## src/rtl/pll_reconfig_pkg.sv

```systemverilog
// Shared definitions for the PLL reconfiguration sequencer: reconfig core
// register map and sequencer state encoding.
package pll_reconfig_pkg;

  localparam logic [5:0] START = 6'd0;
  localparam logic [5:0] APPLY = 6'd2;
  localparam logic [5:0] N     = 6'd3;
  localparam logic [5:0] M     = 6'd4;
  localparam logic [5:0] C0    = 6'd5;
  localparam logic [5:0] K     = 6'd7;
  localparam logic [5:0] BW    = 6'd8;
  localparam logic [5:0] CP    = 6'd9;

  typedef enum logic [2:0] {
    IDLE  = 3'd0,
    WRITE = 3'd1,
    GAP   = 3'd2,
    PRST  = 3'd3,
    WLOCK = 3'd4
  } seq_state_t;

endpackage

```

## src/rtl/pll_reconfig_seq_sync2.sv

```systemverilog
// Two-flop level synchronizer for a slow asynchronous status input.
module sync2 (
  input  logic clk,
  input  logic reset,
  input  logic d,
  output logic q
);

  logic meta_p0;
  logic sync_p1;

  always_ff @(posedge clk) begin
    if (reset) begin
      meta_p0 <= 1'b0;
      sync_p1 <= 1'b0;
    end else begin
      meta_p0 <= d;
      sync_p1 <= meta_p0;
    end
  end

  assign q = sync_p1;

endmodule

```

## src/rtl/pll_reconfig_seq.sv

```systemverilog
// Drives the eight-write PLL reconfiguration sequence over Avalon-MM, then
// pulses the PLL reset and waits for lock (done) or timeout (error).
module pll_reconfig_seq
  import pll_reconfig_pkg::*;
#(
  parameter int          WR_GAP       = 7,
  parameter int          RESET_CYCLES = 8,
  parameter int unsigned LOCK_TIMEOUT = 1000000,
  parameter logic [31:0] N_VALUE      = 32'h10000,
  parameter logic [31:0] CP_VALUE     = 32'd1,
  parameter logic [31:0] BW_VALUE     = 32'd7
) (
  input  logic        clk,
  input  logic        reset,
  input  logic        start,
  input  logic [31:0] cfg_m,
  input  logic [31:0] cfg_k,
  input  logic [31:0] cfg_c0,
  output logic [5:0]  mgmt_address,
  output logic [31:0] mgmt_writedata,
  output logic        mgmt_write,
  input  logic        mgmt_waitrequest,
  output logic        pll_reset,
  input  logic        locked,
  output logic        busy,
  output logic        done,
  output logic        error
);

  localparam int GW = (WR_GAP > 0) ? $clog2(WR_GAP + 1) : 1;
  localparam int RW = (RESET_CYCLES > 0) ? $clog2(RESET_CYCLES + 1) : 1;
  localparam logic [GW-1:0] GAP_LAST   = GW'(WR_GAP - 1);
  localparam logic [RW-1:0] RST_LAST   = RW'(RESET_CYCLES - 1);
  localparam logic [31:0]   LOCK_LIMIT = 32'(LOCK_TIMEOUT);

  seq_state_t    state;
  logic [2:0]    step;
  logic [2:0]    load_step;
  logic [GW-1:0] gap_cnt;
  logic [RW-1:0] rst_cnt;
  logic [31:0]   lock_cnt;
  logic [31:0]   lock_cnt_inc;
  logic [31:0]   m_q;
  logic [31:0]   k_q;
  logic [31:0]   c0_q;
  logic          pending;
  logic          locked_s;
  logic          accept;
  logic          seq_end;
  logic          restart;
  logic [5:0]    map_addr;
  logic [31:0]   map_data;

  function automatic logic [31:0] sat_inc(input logic [31:0] v);
    return (v == '1) ? v : v + 32'd1;
  endfunction

  sync2 u_lock_sync (
    .clk   (clk),
    .reset (reset),
    .d     (locked),
    .q     (locked_s)
  );

  assign accept       = (state == WRITE) && mgmt_write && !mgmt_waitrequest;
  assign lock_cnt_inc = sat_inc(lock_cnt);
  assign seq_end      = (state == WLOCK) && (locked_s || (lock_cnt_inc >= LOCK_LIMIT));
  // A start arriving on the final cycle is folded into the restart decision.
  assign restart      = pending || start;
  assign load_step    = ((state == IDLE) || (state == WLOCK)) ? 3'd0 : step + 3'd1;

  always_comb begin
    map_addr = START;
    map_data = 32'd0;
    case (load_step)
      3'd0: begin map_addr = START; map_data = 32'd0;    end
      3'd1: begin map_addr = M;     map_data = m_q;      end
      3'd2: begin map_addr = K;     map_data = k_q;      end
      3'd3: begin map_addr = N;     map_data = N_VALUE;  end
      3'd4: begin map_addr = C0;    map_data = c0_q;     end
      3'd5: begin map_addr = CP;    map_data = CP_VALUE; end
      3'd6: begin map_addr = BW;    map_data = BW_VALUE; end
      3'd7: begin map_addr = APPLY; map_data = 32'd0;    end
      default: ;
    endcase
  end

  // Parameter holding registers; newest start always wins.
  always_ff @(posedge clk) begin
    if (start) begin
      m_q  <= cfg_m;
      k_q  <= cfg_k;
      c0_q <= cfg_c0;
    end
  end

  always_ff @(posedge clk) begin
    if (reset) begin
      state          <= IDLE;
      step           <= 3'd0;
      gap_cnt        <= '0;
      rst_cnt        <= '0;
      lock_cnt       <= 32'd0;
      pending        <= 1'b0;
      mgmt_address   <= 6'd0;
      mgmt_writedata <= 32'd0;
      mgmt_write     <= 1'b0;
      pll_reset      <= 1'b0;
      busy           <= 1'b0;
      done           <= 1'b0;
      error          <= 1'b0;
    end else begin
      done <= 1'b0;
      if (start && (state != IDLE)) pending <= 1'b1;
      case (state)
        IDLE: begin
          if (start) begin
            error          <= 1'b0;
            busy           <= 1'b1;
            step           <= load_step;
            mgmt_write     <= 1'b1;
            mgmt_address   <= map_addr;
            mgmt_writedata <= map_data;
            state          <= WRITE;
          end
        end
        WRITE: begin
          // Address/data are frozen here until the core accepts the write.
          if (accept) begin
            mgmt_write <= 1'b0;
            if (step == 3'd7) begin
              lock_cnt <= 32'd0;
              rst_cnt  <= '0;
              if (RESET_CYCLES > 0) begin
                pll_reset <= 1'b1;
                state     <= PRST;
              end else begin
                state <= WLOCK;
              end
            end else if (WR_GAP > 0) begin
              gap_cnt <= '0;
              state   <= GAP;
            end else begin
              step           <= load_step;
              mgmt_write     <= 1'b1;
              mgmt_address   <= map_addr;
              mgmt_writedata <= map_data;
            end
          end
        end
        GAP: begin
          if (gap_cnt == GAP_LAST) begin
            step           <= load_step;
            mgmt_write     <= 1'b1;
            mgmt_address   <= map_addr;
            mgmt_writedata <= map_data;
            state          <= WRITE;
          end else begin
            gap_cnt <= gap_cnt + GW'(1);
          end
        end
        PRST: begin
          if (rst_cnt == RST_LAST) begin
            pll_reset <= 1'b0;
            lock_cnt  <= 32'd0;
            state     <= WLOCK;
          end else begin
            rst_cnt <= rst_cnt + RW'(1);
          end
        end
        WLOCK: begin
          if (seq_end) begin
            if (restart) begin
              pending        <= 1'b0;
              step           <= load_step;
              mgmt_write     <= 1'b1;
              mgmt_address   <= map_addr;
              mgmt_writedata <= map_data;
              state          <= WRITE;
            end else begin
              busy  <= 1'b0;
              state <= IDLE;
              if (locked_s) done  <= 1'b1;
              else          error <= 1'b1;
            end
          end else begin
            lock_cnt <= lock_cnt_inc;
          end
        end
        default: state <= IDLE;
      endcase
    end
  end

endmodule

```

## config.mk

```make
export PLATFORM = sky130hd
export DESIGN_NAME = pll_reconfig_seq
export DESIGN_NICKNAME = d
export VERILOG_FILES = /design/src/rtl/pll_reconfig_pkg.sv /design/src/rtl/pll_reconfig_seq_sync2.sv /design/src/rtl/pll_reconfig_seq.sv
export SDC_FILE = /design/constraint.sdc
export NUM_CORES = 1
export LEC_CHECK = 0
export ABC_AREA = 0
export BUFFER_PORTS_ARGS = -buffer_cell sky130_fd_sc_hd__buf_2
export CAP_MARGIN = 25
export CORE_MARGIN = 10
export CORE_UTILIZATION = 38
export CTS_CLUSTER_SIZE = 8
export DETAILED_ROUTE_END_ITERATION = 16
export GPL_TIMING_DRIVEN = 0
export PLACE_DENSITY_LB_ADDON = 0.08
export SLEW_MARGIN = 20
export SYNTH_ARGS = -nofsm -noshare
export SYNTH_HDL_FRONTEND = slang
export SYNTH_SLANG_ARGS = --single-unit
```

## constraint.sdc

```tcl
create_clock -name clk -period 4.1 [get_ports clk]
set_clock_uncertainty 0.15 [all_clocks]
set_input_delay 0.41 -clock clk [delete_from_list [all_inputs] [get_ports clk]]
set_output_delay 0.41 -clock clk [all_outputs]
set_load 0.005 [all_outputs]
```

After elaboration in Yosys (flattened, before gate mapping)
Cells that the tools add are included.
Cells by class
  $lt $le $gt $ge: 1
  bitwise operators: 2
  equality and inequality tests: 28
  mux-type cells: 63
  $add $sub $neg: 4
  reduce and logical (&&, ||, !) cells: 28
Operator list (count)
  $mux 32: 9
  $pmux 32 s7: 1
  $pmux 32 s3: 2
  $pmux 6 s8: 1
  $mux 3: 13
  $add 32x1->32 const B: 1
  $eq 32x32->1 const B: 1
  $ge 32x20->1 const B: 1
  $mux 6: 4
  $ne 2x2->1 const B: 12
  $eq 3x3->1 const B: 7
  $mux 1: 21
  $reduce_and 5->1: 4
  $pmux 6 s3: 1
  $reduce_and 4->1: 4
  $pmux 3 s5: 1
  $eq 3x2->1 const B: 4
  $mux 4: 3
  $pmux 3 s3: 1
  $reduce_bool 3->1: 3
  $pmux 4 s2: 1
  $add 3x1->3 const B: 2
  $eq 3x1->1 const B: 2
  $logic_not 3->1: 2
  15 further kinds: 25
Word-level totals
  output and inout bits: 43
  flip-flop bits (word level): 187

Longest topological paths before layout
Gate-level depths: netlist (run 1).
  depth after elaboration: 9
  gate-level depth with buffers: 14

Hierarchy
Synthesis (run 1) repeated with hierarchy kept, for this count alone.
Unflattened totals
  cells, all modules: 744
  area, all modules: 8179.1 um^2
By module, submodules not included
  pll_reconfig_seq: cells each 740, area each 8126.5 um^2, sequential area each 4624.4 um^2, times used 1
  sync2: cells each 4, area each 52.6 um^2, sequential area each 40.0 um^2, times used 1

Least setup slack after synthesis (run 1)
No wires, ideal clock.
  path type: register -> register
  start point: reg lock_cnt[0]
  end point: reg mgmt_writedata[21]
  arrival time: 3471 ps
  path slack: 332 ps
  stages on the path, launching flop included: 13
  buffers on the path: 2
  cells stage by stage: dfxtp_1 -> ha_1 -> nand3_1 -> or3_1 -> or4_4 -> a311o_1 -> a211o_1 -> nor4b_4 -> nand4_1 -> buf_2 -> clkbuf_1 -> a21oi_1 -> a211oi_2
Between the ends
  word-level cells in the longest chain between the ends: 7
Ends and longest elaborated chain
  start: declaration: line pll_reconfig_seq.sv:41  | logic [31:0] lock_cnt;
  start signal: assignment: line pll_reconfig_seq.sv:187  | lock_cnt <= lock_cnt_inc;
  $add 32x1->32 / $eq 32x32->1 (equally long branches): line pll_reconfig_seq.sv:55  | return (v == '1) ? v : v + 32'd1;
  $mux 32 (*): line pll_reconfig_seq.sv:55
  $ge 32x20->1 (*): line pll_reconfig_seq.sv:67  | assign seq_end = (state == WLOCK) && (locked_s || (lock_cnt_inc >= LOCK_LIMIT));
  $logic_or 1x1->1 (*): line pll_reconfig_seq.sv:67
  $logic_and 1x1->1 (*): line pll_reconfig_seq.sv:67
  $ne 2x2->1 (no line) (*)
  $reduce_and 5->1 (no line) (*)
  end signal: assignment: line pll_reconfig_seq.sv:123  | mgmt_writedata <= map_data;
  end signal: assignment: line pll_reconfig_seq.sv:147  | mgmt_writedata <= map_data;
  end signal: assignment: line pll_reconfig_seq.sv:156  | mgmt_writedata <= map_data;
  end: declaration: line pll_reconfig_seq.sv:20  | output logic [31:0] mgmt_writedata,
Every way passes the cells marked *; elsewhere a longest branch is shown, timed or not.
A chain may end at the register's enable or synchronous reset.

Worst setup path in the final report (run 1)
  start point: reg lock_cnt[6]
  end point: reg mgmt_writedata[25]
The elaborated chain is that of the path after synthesis.

==> impl_results.md, run 1 <==
- Status: finished clean
- Post-DP Area: 9140 sq um
- WP data arrival: 4170 ps
- Max Cap Viol: 0
- Initial antenna violation count: 0
- Routed WL: 24200 microns
- DRC: 0
- Clk pin slew, worst setup/hold paths: 70 ps
- Largest net degree at the start of global routing: 65
- CTS tree: built
- Vias per cell: 5.58
- Final nets: 1069
- Slowest cell on crit path: or4_1
- CP Launch Type: register
- Fill cells: 1914
- Vias in the first global route: 7068
- Setup CP Type: reg -> reg
- Syn Std Cell Area: roughly 8100 sq um
- Cell variety after synth: 69
- Sequential cell area: 4670 sq um
- Multi-input gate area: between 3000 and 4000 sq um
- Share of cells above drive strength 1: 27.3%
- Pre-CTS WS: -528 ps
- Iteration-0 DRC Markers: 713
- Period utilization: 96.8%
- DPL Wire Length: 16800 microns
- Global route overflow: 0
- Worst-margin pin slew: 876 ps
- Min Hold Slack: 24.5 ps
- Vias: approximately 7000
- Root Driver: clkbuf_16
- All-Layer GR Usage: 17.0%
- Synth Warn #: 0
- Ordered list of cells on the worst path: nand4_1 > clkbuf_1 > nor4_1 > a21oi_1 > or4_1 > a2111o_1 > nand4_1 > buf_6 > buf_2 > a21oi_1 > a211oi_2
- Num ports: between 100 and 150
- Leak: 0.00398 uW
- FMAX: 252 MHz
- Max-slew violations: 0
- Max clock buf depth: 2
- FF+latch count, synth: 185
- Synth async-reset ratio: 0%
- Setup TNS: 0 ps
- Maximum fanout along the worst path: 10
- Core Region: 21000 sq um
- Syn-to-layout area delta: 34.1%
- GPL Wtd Cong: 0.933
- Final Core Density: 51.6%
- CTS sink count: 185
- Die height: 166 microns
- Tmin final: 3970 ps
- Post-route ant nets: 0
- # port buffers: 140
- Number of buffers created by CTS: 17
- CP max stage delay: 550 ps
- Syn Inst Count: 707
- Setup Viol. Count Final: 0
- Max VDD drop: 0.000242 V
- Initial Util: between 30 and 40%
- Worst Hold Class: in -> reg
- Avg Inst Size Synth: 11.4 sq um
- Final Hold Vio Count: 0
- Die Width: approximately 170 microns
- Final worst slack: 132 ps
- Rows: between 50 and 60
- Clk_lat worst skew: 440 ps
- RSZ-0062 raised after global routing: no
- First-pass DRT Iterations: 6
- PwrDens: 432 nW/um^2
- Post-synth top flop: edfxtp_1
- Wire per inst: 19.3 microns
- Seq/Total Area, Yosys: 57.9%
- # diodes: 0
- Die area: 27400 sq um
- First-pass GRT wire length: 38400 microns
- CP endpoint kind: register
- Rel. slew slack: 41.2%
- Post-synth EDFFs: 96
- Critical Path RT: 4300 ps
- Design area: 10800 sq um
- H-Tree Depth: 4
through the flow:
stage          power, uW  std cells
6_report            4670       1250
2_1_floorplan       2670        708
4_1_cts             4690       1242
3_5_place_dp        2990       1125
5_1_grt             4890       1250
3_3_place_gp        2970       1123
cell usage in the layout, fill, tap and decap left out, drive strengths merged, types with 3 or more instances in the layout:
cell type / synthesis / final
a211oi: 34 / 34
a21oi: 59 / 59
a221oi: 3 / 3
a222oi: 28 / 28
a22o: 7 / 7
a22oi: 3 / 3
a311o: 3 / 3
a31oi: 13 / 13
a32o: 3 / 3
a41oi: 5 / 5
and2: 5 / 5
and3: 10 / 10
and4: 3 / 3
buf: 17 / 170
clkbuf: 35 / 51
clkinv: 0 / 5
dfxtp: 89 / 89
dlygate4sd3: 0 / 84
edfxtp: 96 / 96
ha: 6 / 6
inv: 13 / 21
mux2i: 5 / 5
nand2: 56 / 56
nand3: 21 / 21
nand4: 12 / 12
nor2: 33 / 33
nor2b: 9 / 9
nor3: 26 / 26
nor3b: 12 / 12
nor4: 11 / 11
o211a: 3 / 3
o211ai: 8 / 8
o21ai: 12 / 12
o2bb2ai: 3 / 3
o31a: 4 / 4
or3: 5 / 5
or4: 16 / 16
xnor2: 6 / 6
xor2: 5 / 5
flip-flops by register name (all words and copies together) (netlist names):
signal and count:
busy 1, c0_q 32, done 1, error 1, gap_cnt 3, k_q 32, lock_cnt 32, m_q 32
mgmt_address 4, mgmt_write 1, mgmt_writedata 32, pending 1, pll_reset 1, rst_cnt 4, state 3, step 3
u_lock_sync.meta_p0 1, u_lock_sync.q 1
worst max-delay path: cells and delay by family (launching register included):
family                 cells  cell delay [ps]
flip-flops                 1              440
buffers and inverters      3              790
AO/OA/AOI/OAI              4              930
AND/OR/NAND/NOR            4             1570
where the power goes:
part	switching, uW	internal (uW)
clock network	813	826
registers	87.8	2120
logic	462	364
total	1360	3310
cell families (layout without fill, tap and decap cells):
logic type / count (synthesis) / in the layout / synth area share (%)
adders and majority gates: 6 / 6 / 0.932
AOI/OAI and AO/OA: 202 / 202 / 20.0
buffers and inverters: 65 / 332 / 3.53
other: 1 / 2 / 0.0465
and+or+nand+nor: 231 / 231 / 15.6
DFF: 185 / 185 / 57.9
xor gates and xnor gates: 11 / 11 / 1.20
muxes: 6 / 6 / 0.761
synthesized netlist by cell type (12+ instances only):
cell,number,area share (%)
dfxtp_1,89,22
nor3_1,26,1.6
clkbuf_1,35,1.6
a211oi_2,29,4.5
nand2_1,56,2.6
a31oi_1,13,1.0
a222oi_1,28,3.5
or4_1,15,1.4
a21oi_1,58,3.6
nor3b_1,12,1.1
nand3_1,20,1.2
inv_1,13,0.61
nor2_1,33,1.5
edfxtp_1,96,36
layout make-up:
type / instances / area share, %
timing repair buffer: 237 / 15.3
multi-input combinational: 458 / 30.0
clock inverter: 14 / 1.54
buffer: 50 / 2.27
inverter: 13 / 0.452
sequential: 185 / 43.2
clock buffer: 18 / 3.97
tap: 275 / 3.18
per-layer routing:
metal  routed length, microns  GRT usage (%)
met5                        0              0
met2                    11700           27.4
met1                    10400           21.6
met3                     1530           4.21
met4                      529           6.09
final timing paths:
kind                       start                  to  slack [ps]  cells past startpoint
max                  lock_cnt[6]  mgmt_writedata[25]         130                     11
min                    cfg_m[22]             m_q[22]          20                      1
max reg2reg          lock_cnt[6]  mgmt_writedata[25]         130                     11
min reg2reg  u_lock_sync.meta_p0       u_lock_sync.q         290                      1
timing repair:
item,in CTS,in global routing
resized for setup,14,28
hold endpoints to repair,81,3
cloned,0,0
endpoints found under the setup margin,73,61
pin swaps,3,4
hold buffers,81,3
buffers inserted,5,5
Power figures use the tool's default switching activity.
==> inputs of run 2 (changes only) <==
--- a/config.mk
+++ b/config.mk
@@ -9,10 +9,11 @@
 export BUFFER_PORTS_ARGS = -buffer_cell sky130_fd_sc_hd__buf_2
 export CAP_MARGIN = 25
 export CORE_MARGIN = 10
-export CORE_UTILIZATION = 38
+export CORE_UTILIZATION = 56
 export CTS_CLUSTER_SIZE = 8
 export DETAILED_ROUTE_END_ITERATION = 16
 export GPL_TIMING_DRIVEN = 0
+export HOLD_SLACK_MARGIN = 0.15
 export PLACE_DENSITY_LB_ADDON = 0.08
 export SLEW_MARGIN = 20
 export SYNTH_ARGS = -nofsm -noshare
==> impl_results.md, run 2 (same netlist as run 1, synthesis figures left out) <==
- Tmin final: ~4000 ps
- Sw frac: 29.2%
- Core Region: 14000 sq um
- Pint: 3350 uW
- Placed cell count: approximately 1000
- Hold Path Origin: u_lock_sync.meta_p0
- Maximum fanout along the worst path: 10
- Worst reg2reg path startpoint: lock_cnt[1]
- DRC: 0
- Slowest cell on crit path: or4_4
- All-Layer GR Usage: 25.4%
- Root Driver: clkbuf_16
- Die area: 19600 sq um
- Ordered list of cells on the worst path: ha_4 > nand3_4 > or3_4 > or4_4 > a311o_1 > a211o_1 > nor4b_4 > buf_4 > nand4_1 > buf_4 > and2_1 > buf_2 > buf_6 > a211oi_2
- # port buffers: 140
- Period utilization: 97.7%
- Vias per cell: 6.30
- WP data arrival: 4190 ps
- Syn-to-layout area delta: 34.2%
- CP max stage delay: 460 ps
- Bufs and invs on worst path: 4
- Initial antenna violation count: 1
- Clk_lat worst skew: 440 ps
- Clock power frac: 34.8%
- Reg power frac: between 40% and 50%
- Routed WL: 26200 microns
- Share of cells above drive strength 1: 26.7%
- P_sw: 1380 uW
- Most common cell after layout, fill and taps aside: buf_2
- Largest net degree at the start of global routing: 68
- Worst Hold Class: reg -> reg
- Pre-CTS WS: -546 ps
- Setup CP Type: reg -> reg
- Max VDD drop: 0.000500 V
- FMAX: 250 MHz
- Max clock buf depth: 2
- Design area: 10800 sq um
- Hold path endpoint: u_lock_sync.q
- Wire per inst: about 22 microns
- Max-slew violations: 0
- Number of buffers created by CTS: 17
- Vias: 7383
- Iteration-0 DRC Markers: 895
- Num ports: 144
- Initial Util: 57.6%
- Crit-path leading delay family: simple AND/OR/NAND/NOR gates
- Hold Crit Depth: 1
- Setup Viol. Count Final: 0
- First-pass GRT wire length: 40000 microns
- Worst-margin pin slew: 935 ps
- Fill cells: 848
- Critical Path RT: 4280 ps
- First-pass DRT Iterations: 10
- Post-DP Area: 9020 sq um
- R2r endpoint: mgmt_writedata[4]
- Leak: between 0.004 and 0.005 uW
- Clk pin slew, worst setup/hold paths: about 70 ps
- Most frequent cells in the layout: 146 x buf_2, 97 x dlygate4sd3_1, 96 x edfxtp_1
- R2r setup slk: 90 ps
- Min Hold Slack: ~290 ps
- CP dominant cell by count: buf_4
- Rows: 43
- Max Cap Viol: 0
- Status: finished clean
- Comb power frac: between 10% and 20%
- CP Launch Type: register
- Rel. slew slack: 37.7%
- Final Hold Vio Count: 0
- CTS sink count: around 190
- Finished Layout Cells: 1171
- DPL Wire Length: 15900 microns
- RSZ-0062 raised after global routing: yes
- Post-route ant nets: 0
- PwrDens: 437 nW/um^2
- Die Width: approximately 140 microns
- Final worst slack: 92.3 ps
- Die height: 140 microns
- CTS tree: built
- GPL Wtd Cong: approximately 0.94
- R2R depth: 14
- Global route overflow: 0
- CP endpoint kind: register
- Final nets: between 1000 and 1500
- H-Tree Depth: 4
- Vias in the first global route: 7248
## run 2: cell count changes in the layout (fill, tap and decap cells not counted), sizes merged
cell,delta
clkinvlp,+2
clkinv,-1
inv,-2
diode,+1
clkbuf,+2
dlygate4sd3,+13
bufinv,+1
## run 2: per-stage QoR
| stage | util, % | total power [uW] | setup TNS (ps) |
|---|---|---|---|
| floorplan | - | 2670 | 0 |
| global placement | 64.2 | 2950 | -19900 |
| detailed placement | 64.5 | 2980 | -24080 |
| CTS | 76.1 | 4650 | 0 |
| global route | 77.3 | 4890 | -50.0 |
| finish | 77.3 | 4730 | 0 |
## run 2: layout make-up
type | instances | area, sq um | area share, %
Antenna cell | 1 | 2.50 | 0.0232
Buffer | 50 | 243 | 2.25
Clock buffer | 18 | 429 | 3.97
Clock inverter | 14 | 158 | 1.46
Inverter | 13 | 48.8 | 0.451
Multi-Input combinational cell | 458 | 3220 | 29.8
Sequential cell | 185 | 4670 | 43.2
Tap cell | 180 | 225 | 2.08
Timing Repair Buffer | 252 | 1810 | 16.7
## run 2: what timing repair did
action / in CTS / in global routing
hold buffers: 97 / 0
resized for setup: 10 / 26
setup endpoints to repair: 76 / 63
pin swaps: 3 / 7
endpoints found under the hold margin: 97 / 0
setup buffers: 6 / 8
## run 2: worst register-to-register path, cell delays in order (launching register included)
cell,delay (ps)
dfxtp_1,420
ha_4,200
nand3_4,120
or3_4,440
or4_4,460
a311o_1,370
a211o_1,300
nor4b_4,220
buf_4,190
nand4_1,110
buf_4,190
and2_1,150
buf_2,180
buf_6,180
a211oi_2,240
## run 2: power groups by stage
stage	combinational (uW)	clock [uW]	sequential [uW]
global placement	723	0	2230
global route	940	1720	2220
detailed placement	738	0	2240
floorplan	452	0	2220
finish	872	1640	2210
CTS	822	1630	2200
## run 2: worst max path at each step
stage	startpoint	cells past startpoint	slack (ps)	end
2_1_floorplan	lock_cnt[0]	12	330	mgmt_writedata[21]
3_3_place_gp	lock_cnt[0]	12	-490	mgmt_writedata[23]
3_5_place_dp	lock_cnt[0]	12	-550	mgmt_writedata[28]
4_1_cts	lock_cnt[0]	14	30	mgmt_writedata[21]
5_1_grt	lock_cnt[6]	13	-20	mgmt_writedata[26]
6_report	lock_cnt[1]	14	90	mgmt_writedata[4]
## run 2: layer usage
metal	up-vias	wire, microns	global-route usage, %	share of wire [%]
met3	60	2450	7.88	9.4
met5	-	0	0	0
met1	3567	10100	30.4	39
li1	3325	-	-	-
met2	431	12900	42.6	49
met4	0	663	8.53	2.5
